### src/rtl/robo_render_if.sv
// Bundle of the robo_render scan, map-write, position-update and pixel signals.
// The master side drives scan position, map writes and robot updates; the
// slave side (the renderer) returns the handshake, error pulse, colour and
// the free-running frame counter.
interface robo_render_if;
    logic [9:0]  linha;
    logic [9:0]  coluna;
    logic        map_we;
    logic [8:0]  map_addr;
    logic [1:0]  map_data;
    logic        pos_valid;
    logic [4:0]  robo_x;
    logic [3:0]  robo_y;
    logic [1:0]  robo_dir;
    logic        pos_ready;
    logic        pos_err;
    logic [23:0] rgb;
    logic [5:0]  frame_cnt;

    modport master (
        output linha, coluna, map_we, map_addr, map_data,
               pos_valid, robo_x, robo_y, robo_dir,
        input  pos_ready, pos_err, rgb, frame_cnt
    );

    modport slave (
        input  linha, coluna, map_we, map_addr, map_data,
               pos_valid, robo_x, robo_y, robo_dir,
        output pos_ready, pos_err, rgb, frame_cnt
    );
endinterface

### src/rtl/robo_render.sv
// Tile-map renderer for a 20x15 grid of 32x32 px cells with one robot sprite.
// Two-stage pipeline: stage 1 latches scan coordinates and the map cell,
// stage 2 resolves colour priority and registers RGB.
// Robot position updates are double-buffered and applied only at the first
// cycle of Linha==480, so the visible frame never tears.
// Optional build macro: ROBO_BLINK_EN -- robot drawn only while frame
// counter bit 4 is 0 (16 frames on, 16 off).
module robo_render (
    input  logic      clk,
    input  logic      rst_n,
    robo_render_if.slave bus
);
    localparam logic [1:0] DIR_N = 2'd0;
    localparam logic [1:0] DIR_E = 2'd1;
    localparam logic [1:0] DIR_S = 2'd2;
    localparam logic [1:0] DIR_W = 2'd3;

    localparam logic [23:0] COL_BLACK    = 24'h000000;
    localparam logic [23:0] COL_MARKER   = 24'hFF0000;
    localparam logic [23:0] COL_BODY     = 24'hFFD700;
    localparam logic [23:0] COL_GRID     = 24'h404040;
    localparam logic [23:0] COL_EMPTY    = 24'h101010;
    localparam logic [23:0] COL_BARRIER  = 24'h8B4513;
    localparam logic [23:0] COL_DEBRIS   = 24'h00A000;
    localparam logic [23:0] COL_RESERVED = 24'hFF00FF;

    // ------------------------------------------------------------------
    // Map storage
    // ------------------------------------------------------------------
    logic [1:0] map_mem [300];
    logic       active_in;
    logic [8:0] rd_addr;

    assign active_in = (bus.linha < 10'd480) && (bus.coluna < 10'd640);
    // Outside the active area the cell indices can exceed the map, so the
    // read address is parked at 0 there.
    assign rd_addr   = active_in ? (9'(bus.linha[8:5]) * 9'd20 + 9'(bus.coluna[9:5]))
                                 : 9'd0;

    // Map write port; out-of-range addresses are dropped.
    // NOTE: the map must power up as all-empty cells, so this register array
    // is deliberately in the async reset; it stays small enough to be flops.
    always_ff @(posedge clk or negedge rst_n) begin
        if (!rst_n) begin
            for (int i = 0; i < 300; i++) map_mem[i] <= 2'd0;
        end else if (bus.map_we && (bus.map_addr < 9'd300)) begin
            map_mem[bus.map_addr] <= bus.map_data;
        end
    end

    // ------------------------------------------------------------------
    // Stage 1: coordinates, active flag and map cell
    // ------------------------------------------------------------------
    logic       s1_active;
    logic [4:0] s1_cx;
    logic [3:0] s1_cy;
    logic [4:0] s1_lx;
    logic [4:0] s1_ly;
    logic [1:0] s1_cell;

    // Latch the scan position and the map cell it points at (read-before-write).
    // NOTE: all clocked state uses non-blocking assignments so every register
    // samples pre-edge values; this is what makes a same-cycle write return
    // the old map data.
    always_ff @(posedge clk or negedge rst_n) begin
        if (!rst_n) begin
            s1_active <= 1'b0;
            s1_cx     <= 5'd0;
            s1_cy     <= 4'd0;
            s1_lx     <= 5'd0;
            s1_ly     <= 5'd0;
            s1_cell   <= 2'd0;
        end else begin
            s1_active <= active_in;
            s1_cx     <= bus.coluna[9:5];
            s1_cy     <= bus.linha[8:5];
            s1_lx     <= bus.coluna[4:0];
            s1_ly     <= bus.linha[4:0];
            s1_cell   <= active_in ? map_mem[rd_addr] : 2'd0;
        end
    end

    // ------------------------------------------------------------------
    // Frame boundary and frame counter
    // ------------------------------------------------------------------
    logic       at_480;
    logic       at_480_q;
    logic       boundary;
    logic [5:0] frame_cnt;

    assign at_480   = (bus.linha == 10'd480);
    assign boundary = at_480 && !at_480_q;

    // Edge-detect the start of vertical blanking and count frames (wraps at 64).
    always_ff @(posedge clk or negedge rst_n) begin
        if (!rst_n) begin
            at_480_q  <= 1'b0;
            frame_cnt <= 6'd0;
        end else begin
            at_480_q <= at_480;
            if (boundary) frame_cnt <= frame_cnt + 6'd1;
        end
    end

    // ------------------------------------------------------------------
    // Position handshake: pending register and displayed position
    // ------------------------------------------------------------------
    logic       pend_full;
    logic [4:0] pend_x;
    logic [3:0] pend_y;
    logic [1:0] pend_dir;
    logic [4:0] disp_x;
    logic [3:0] disp_y;
    logic [1:0] disp_dir;
    logic       err_q;
    logic       take;
    logic       in_range;

    assign take     = bus.pos_valid && !pend_full;
    assign in_range = (bus.robo_x < 5'd20) && (bus.robo_y < 4'd15);

    // Accept updates while empty; promote pending to displayed at the boundary.
    // A boundary with an empty pending slot can still accept a new update,
    // which then waits for the following boundary.
    always_ff @(posedge clk or negedge rst_n) begin
        if (!rst_n) begin
            pend_full <= 1'b0;
            pend_x    <= 5'd0;
            pend_y    <= 4'd0;
            pend_dir  <= DIR_N;
            disp_x    <= 5'd0;
            disp_y    <= 4'd0;
            disp_dir  <= DIR_N;
            err_q     <= 1'b0;
        end else begin
            err_q <= take && !in_range;
            if (boundary && pend_full) begin
                disp_x    <= pend_x;
                disp_y    <= pend_y;
                disp_dir  <= pend_dir;
                pend_full <= 1'b0;
            end else if (take && in_range) begin
                pend_x    <= bus.robo_x;
                pend_y    <= bus.robo_y;
                pend_dir  <= bus.robo_dir;
                pend_full <= 1'b1;
            end
        end
    end

    // ------------------------------------------------------------------
    // Stage 2: colour resolution
    // ------------------------------------------------------------------
    logic        robot_show;
    logic        in_robot_cell;
    logic        in_body;
    logic        on_marker;
    logic [23:0] rgb_next;
    logic [23:0] rgb_q;

`ifdef ROBO_BLINK_EN
    assign robot_show = ~frame_cnt[4];
`else
    assign robot_show = 1'b1;
`endif

    assign in_robot_cell = robot_show && (s1_cx == disp_x) && (s1_cy == disp_y);
    assign in_body       = (s1_lx >= 5'd8) && (s1_lx <= 5'd23) &&
                           (s1_ly >= 5'd8) && (s1_ly <= 5'd23);

    // Direction marker: a 4x8 strip on the facing edge of the body.
    // NOTE: the default assignment before the case keeps this purely
    // combinational; without it a missed branch would infer a latch.
    always_comb begin
        on_marker = 1'b0;
        case (disp_dir)
            DIR_N: on_marker = (s1_ly >= 5'd8)  && (s1_ly <= 5'd11) &&
                               (s1_lx >= 5'd12) && (s1_lx <= 5'd19);
            DIR_E: on_marker = (s1_lx >= 5'd20) && (s1_lx <= 5'd23) &&
                               (s1_ly >= 5'd12) && (s1_ly <= 5'd19);
            DIR_S: on_marker = (s1_ly >= 5'd20) && (s1_ly <= 5'd23) &&
                               (s1_lx >= 5'd12) && (s1_lx <= 5'd19);
            DIR_W: on_marker = (s1_lx >= 5'd8)  && (s1_lx <= 5'd11) &&
                               (s1_ly >= 5'd12) && (s1_ly <= 5'd19);
            default: on_marker = 1'b0;
        endcase
    end

    // Colour priority: blank, marker, body, grid line, cell content.
    always_comb begin
        rgb_next = COL_BLACK;
        if (!s1_active) begin
            rgb_next = COL_BLACK;
        end else if (in_robot_cell && on_marker) begin
            rgb_next = COL_MARKER;
        end else if (in_robot_cell && in_body) begin
            rgb_next = COL_BODY;
        end else if ((s1_lx == 5'd0) || (s1_ly == 5'd0)) begin
            rgb_next = COL_GRID;
        end else begin
            case (s1_cell)
                2'd0:    rgb_next = COL_EMPTY;
                2'd1:    rgb_next = COL_BARRIER;
                2'd2:    rgb_next = COL_DEBRIS;
                default: rgb_next = COL_RESERVED;
            endcase
        end
    end

    // Register the pixel colour towards the VGA interface.
    always_ff @(posedge clk or negedge rst_n) begin
        if (!rst_n) rgb_q <= COL_BLACK;
        else        rgb_q <= rgb_next;
    end

    assign bus.rgb       = rgb_q;
    assign bus.pos_ready = !pend_full;
    assign bus.pos_err   = err_q;
    assign bus.frame_cnt = frame_cnt;

endmodule

### src/flat_wrapper.sv
// flat-port wrapper written by rule: the top's interface ports become plain ports
module robo_render_flat 
  (clk, rst_n, bus_linha, bus_coluna, bus_map_we, bus_map_addr, bus_map_data, bus_pos_valid, bus_robo_x, bus_robo_y, bus_robo_dir, bus_pos_ready, bus_pos_err, bus_rgb, bus_frame_cnt);
  robo_render_if bus_i ();
  input  logic clk;
  input  logic rst_n;
  input wire logic [$bits(bus_i.linha)-1:0] bus_linha;
  input wire logic [$bits(bus_i.coluna)-1:0] bus_coluna;
  input wire logic [$bits(bus_i.map_we)-1:0] bus_map_we;
  input wire logic [$bits(bus_i.map_addr)-1:0] bus_map_addr;
  input wire logic [$bits(bus_i.map_data)-1:0] bus_map_data;
  input wire logic [$bits(bus_i.pos_valid)-1:0] bus_pos_valid;
  input wire logic [$bits(bus_i.robo_x)-1:0] bus_robo_x;
  input wire logic [$bits(bus_i.robo_y)-1:0] bus_robo_y;
  input wire logic [$bits(bus_i.robo_dir)-1:0] bus_robo_dir;
  output wire logic [$bits(bus_i.pos_ready)-1:0] bus_pos_ready;
  output wire logic [$bits(bus_i.pos_err)-1:0] bus_pos_err;
  output wire logic [$bits(bus_i.rgb)-1:0] bus_rgb;
  output wire logic [$bits(bus_i.frame_cnt)-1:0] bus_frame_cnt;
  assign bus_i.linha = bus_linha;
  assign bus_i.coluna = bus_coluna;
  assign bus_i.map_we = bus_map_we;
  assign bus_i.map_addr = bus_map_addr;
  assign bus_i.map_data = bus_map_data;
  assign bus_i.pos_valid = bus_pos_valid;
  assign bus_i.robo_x = bus_robo_x;
  assign bus_i.robo_y = bus_robo_y;
  assign bus_i.robo_dir = bus_robo_dir;
  assign bus_pos_ready = bus_i.pos_ready;
  assign bus_pos_err = bus_i.pos_err;
  assign bus_rgb = bus_i.rgb;
  assign bus_frame_cnt = bus_i.frame_cnt;
  robo_render u_core (.clk(clk), .rst_n(rst_n), .bus(bus_i));
endmodule
### config.mk
export PLATFORM = sky130hd
export DESIGN_NAME = robo_render_flat
export DESIGN_NICKNAME = d
export VERILOG_FILES = /design/src/rtl/robo_render_if.sv /design/src/rtl/robo_render.sv /design/src/flat_wrapper.sv
export SDC_FILE = /design/constraint.sdc
export NUM_CORES = 1
export LEC_CHECK = 0
export ABC_AREA = 1
export BUFFER_PORTS_ARGS = -buffer_cell sky130_fd_sc_hd__buf_2
export CAP_MARGIN = 25
export CORE_MARGIN = 2
export CORE_UTILIZATION = 35
export DETAILED_ROUTE_END_ITERATION = 8
export GPL_ROUTABILITY_DRIVEN = 0
export MAX_ROUTING_LAYER = met4
export PLACE_DENSITY = 0.53
export SLEW_MARGIN = 20
export SYNTH_ARGS = -nofsm -noshare
export SYNTH_HDL_FRONTEND = slang
export SYNTH_SLANG_ARGS = --single-unit
### constraint.sdc
create_clock -name clk -period 1.9 [get_ports clk]
set_input_delay 0.095 -clock clk [delete_from_list [all_inputs] [get_ports clk]]
set_output_delay 0.095 -clock clk [all_outputs]
set_load 0.02 [all_outputs]
==> metrics.md <==
| Metric | Value |
|---|---|
| Die X | 305.5 µm |
| Worst slew margin | between 50% and 60% |
| Share of cells above drive strength 1 | between 10% and 20% |
| Ys Warns | 0 |
| Yosys cell types | 44 |
| Leakage | 17.16 nW |
| Data required time of the worst path | roughly 2500 ps |
| Final Hold Vio Count | 0 |
| Class of the worst hold path | input pin to register |
| Vias in the first global route | about 28000 |
| Finished Core Util | 44.09% |
| H-tree depth | 3 |
| Final max-slew violation count | 0 |
| Worst R2R Start | u_core.s1_cx[0] |
| Grt ovf | 0 |
| Crit-path cells | buf_2 -> nor2_2 -> nor2_2 -> nor2_4 -> buf_6 -> buf_4 -> nand3_4 -> inv_8 -> buf_12 -> buf_12 -> nand3_1 -> nand3_1 -> nand3_1 -> nand3_2 -> nand2_2 -> nand2_1 -> nand2_1 -> inv_1 -> nand2_1 -> a21oi_1 |
| Outcome | finished clean |
| Max clock buf depth | 3 |
| Post-synth top area share | 52.47% |
| Internal power | 24.95 mW |
| Sink Count | roughly 670 |
| Critical path arrival | 2410 ps |
| Critical path's slowest cell | nor2_4 |
| Fin crit share | 97.45% |
| Power share of the clock group | 45.0% |
| CP top delay family | simple AND/OR/NAND/NOR gates |
| Antenna violations before repair | 0 |
| Antenna fix cells | 0 |
| First-pass GRT wire length | 168300 µm |
| Die area | between 0.09 and 0.1 mm² |
| P per Cell Area | 859.4 mW/mm² |
| Setup crit start kind | input pin |
| TNS Setup | 0 ps |
| Clock Latency Late Sink | 650 ps |
| Setup Viol. Count Final | 0 |
| FF-to-FF setup slack | 140 ps |
| Critical path type | input pin to register |
| Gate power share | 11.5% |
| CP max stage delay | 210 ps |
| Critical Path End Type | register |
| Mapped cell area | 0.03181 mm² |
| DR pass1 iterations | 6 |
| Most common cell after layout, fill and taps aside | nand2_1 |
| Synthesis-to-layout area growth | 24.75% |
| WP buf/inv | 7 |
| Worst-Margin Slew | 744.5 ps |
| CTS tree | built |
| Die Ht | 305.5 µm |
| Antenna viol nets, final | 0 |
| CP Launch Point | bus_coluna[7] |
| Maximum vdd drop | 0.5573 mV |
| Final instance count without filler cells | 5401 |
| Fillers | 8871 |
| Pwr Total | 34.11 mW |
| Vias per std cell | around 5.4 |
| Switching Share | a little over a quarter |
| Initial cell density of the core | ~35% |
| Io pins | 78 |
| Clock root cell | clkbuf_16 |
| Sw Pwr | 9.160 mW |
| Initial DRC count | 3112 |
| Row Count | 110 |
| Drt wl/cell | 20.60 µm |
| Hold Crit Start | bus_coluna[0] |
| Leading cell types in the layout, fill and taps excluded | nand2_1 (1416), dfrtp_1 (667), o21ai_0 (575), nand3_1 (499), nand4_1 (171) |
| Seq pwr share | 43.5% |
| Clk_skew | 17.33 ps |
| DR vias | 29120 |
| Gate Count Post-Synth | 3967 |
| Placed instance count | ~5200 |
| Largest area contributor in the netlist | dfrtp_1 |
| Dominant cells by area after synthesis | dfrtp_1 (52%), nand2_1 (17%), o21ai_0 (9.1%), nand3_1 (8.6%), nand4_1 (3.4%) |
| Total CTS buffers | 79 |
| Routed WL | 111200 µm |
| All-Layer GR Usage | 23.77% |
| Port Buffer Count | 76 |
| Minimum clock period | 1852 ps |
| Post-route DRC | 0 |
| Post-DP HPWL | about 66000 µm |
| Max Freq | 540.1 MHz |
| Max-cap viol count | 0 |
| Seq/Total Area, Yosys | 52.47% |
| CP max FO | 15 |
| Largest net degree at the start of global routing | just under 80 |
| Synth Area per Inst | 8.019 µm² |
| Post-synthesis register bit count | 667 |
| Clock slew at reported path FFs | 60 ps |
| Core Region | 0.09001 mm² |
| Mapped Nets | 4028 |
| Nets | between 4000 and 5000 |
## logic make-up (layout without fill, tap and decap cells)
| family | count (synthesis) | count (layout) | synth area share [%] |
|---|---|---|---|
| compound gates | 667 | 667 | 10.72 |
| xor+xnor | 12 | 12 | 0.3304 |
| fa+ha+maj | 15 | 15 | 0.6372 |
| buf+inv | 343 | 601 | 4.720 |
| flops | 667 | 667 | 52.47 |
| mux | 8 | 8 | 0.2910 |
| other cells | 1 | 1 | 0.01179 |
| simple gates | 2254 | 2254 | 30.82 |
## worst register-to-register path: cells and delay by family (launching register included)
kind | cells | cell delay (ps)
buffers and inverters | 2 | 190
and+or+nand+nor | 5 | 750
DFF | 1 | 380
AOI/OAI and AO/OA | 3 | 330
## power groups by stage
stage,registers (mW),logic (mW),clock network [mW]
2_1_floorplan,15.0,1.74,0
3_3_place_gp,15.1,3.48,0
3_5_place_dp,15.1,3.49,0
4_1_cts,14.8,3.62,15.6
5_1_grt,14.9,4.27,16.3
6_report,14.8,3.93,15.3
## layout make-up
type	instances	area [µm²]	area share [%]
flip-flops and latches	667	16690	42.06
multi-input cells	2957	14140	35.62
repair buffers	390	4526	11.40
clock buffers	111	2187	5.511
well taps	1176	1471	3.707
clock inverters	32	381.6	0.9615
inverters	68	292.8	0.7377
## synthesized netlist by cell type
master and number:
o21ai_0 576, nor2_4 1, nand4_1 171, nor4_4 7, nor4_1 2, o22ai_1 3
buf_1 13, o21ai_2 1, nor2_1 70, mux2_4 1, clkbuf_1 148, a211o_1 1
fa_1 2, buf_6 1, or2_1 2, mux2i_1 1, xnor2_1 6, nand3_2 3
buf_4 26, conb_1 1, ha_1 13, o21a_1 1, inv_2 7, inv_1 60
a21oi_1 22, nor3_4 1, clkinv_1 1, or2_2 7, o211ai_1 12, xor2_1 6
nand2_2 2, a22oi_1 5, dfrtp_1 667, a21boi_0 1, buf_2 87, nor3_1 8
mux2_2 6, o21ai_1 40, nand3_1 546, nor2_2 11, a31oi_1 2, a22o_1 3
nand2_1 1422, or3_1 1
## worst paths after layout
check / end / depth (start not counted)
setup reg to reg: u_core.bus.rgb[15] / 10
max in group asynchronous: u_core.bus.frame_cnt[5] / 3
hold / removal: u_core.s1_lx[0] / 2
setup / recovery: u_core.s1_cell[0] / 20
min in group asynchronous: u_core.map_mem[15] / 3
hold reg to reg: u_core.bus.frame_cnt[5] / 1
## state kept, by name, summed over array words and instances (netlist names), 4 cells and up
signal and count:
u_core.bus.frame_cnt 6, u_core.disp_x 5, u_core.pend_y 4, u_core.disp_y 4
u_core.bus.rgb 14, u_core.s1_cy 4, u_core.s1_lx 5, u_core.pend_x 5
u_core.s1_ly 5, u_core.map_mem 600, u_core.s1_cx 5
## layer usage
layer	up-vias	part of all wire, %	global-route usage, %
met5	-	0	-
met4	0	3.1	7.802
met3	193	7.1	3.938
met2	1030	44	35.55
met1	14080	46	32.83
li1	13810	-	-
## stage by stage
stage,cell area [µm²],worst slack [ps],hold slack [ps]
after floorplan,31930,8.651,-200.6
after global placement,35570,-744.8,16.11
after detailed placement,35570,-738.2,15.31
after CTS,38630,1.867,77.01
after global routing,39690,-62.84,115.1
final,39690,48.45,103.9
## repair_timing
action,CTS,global route
setup buffers,0,34
hold buffers,35,0
gates cloned,2,14
setup endpoints to repair,16,16
endpoints found under the hold margin,761,0
pin swaps,5,27
resized for setup,18,102
(Power assumes the default switching activity.)
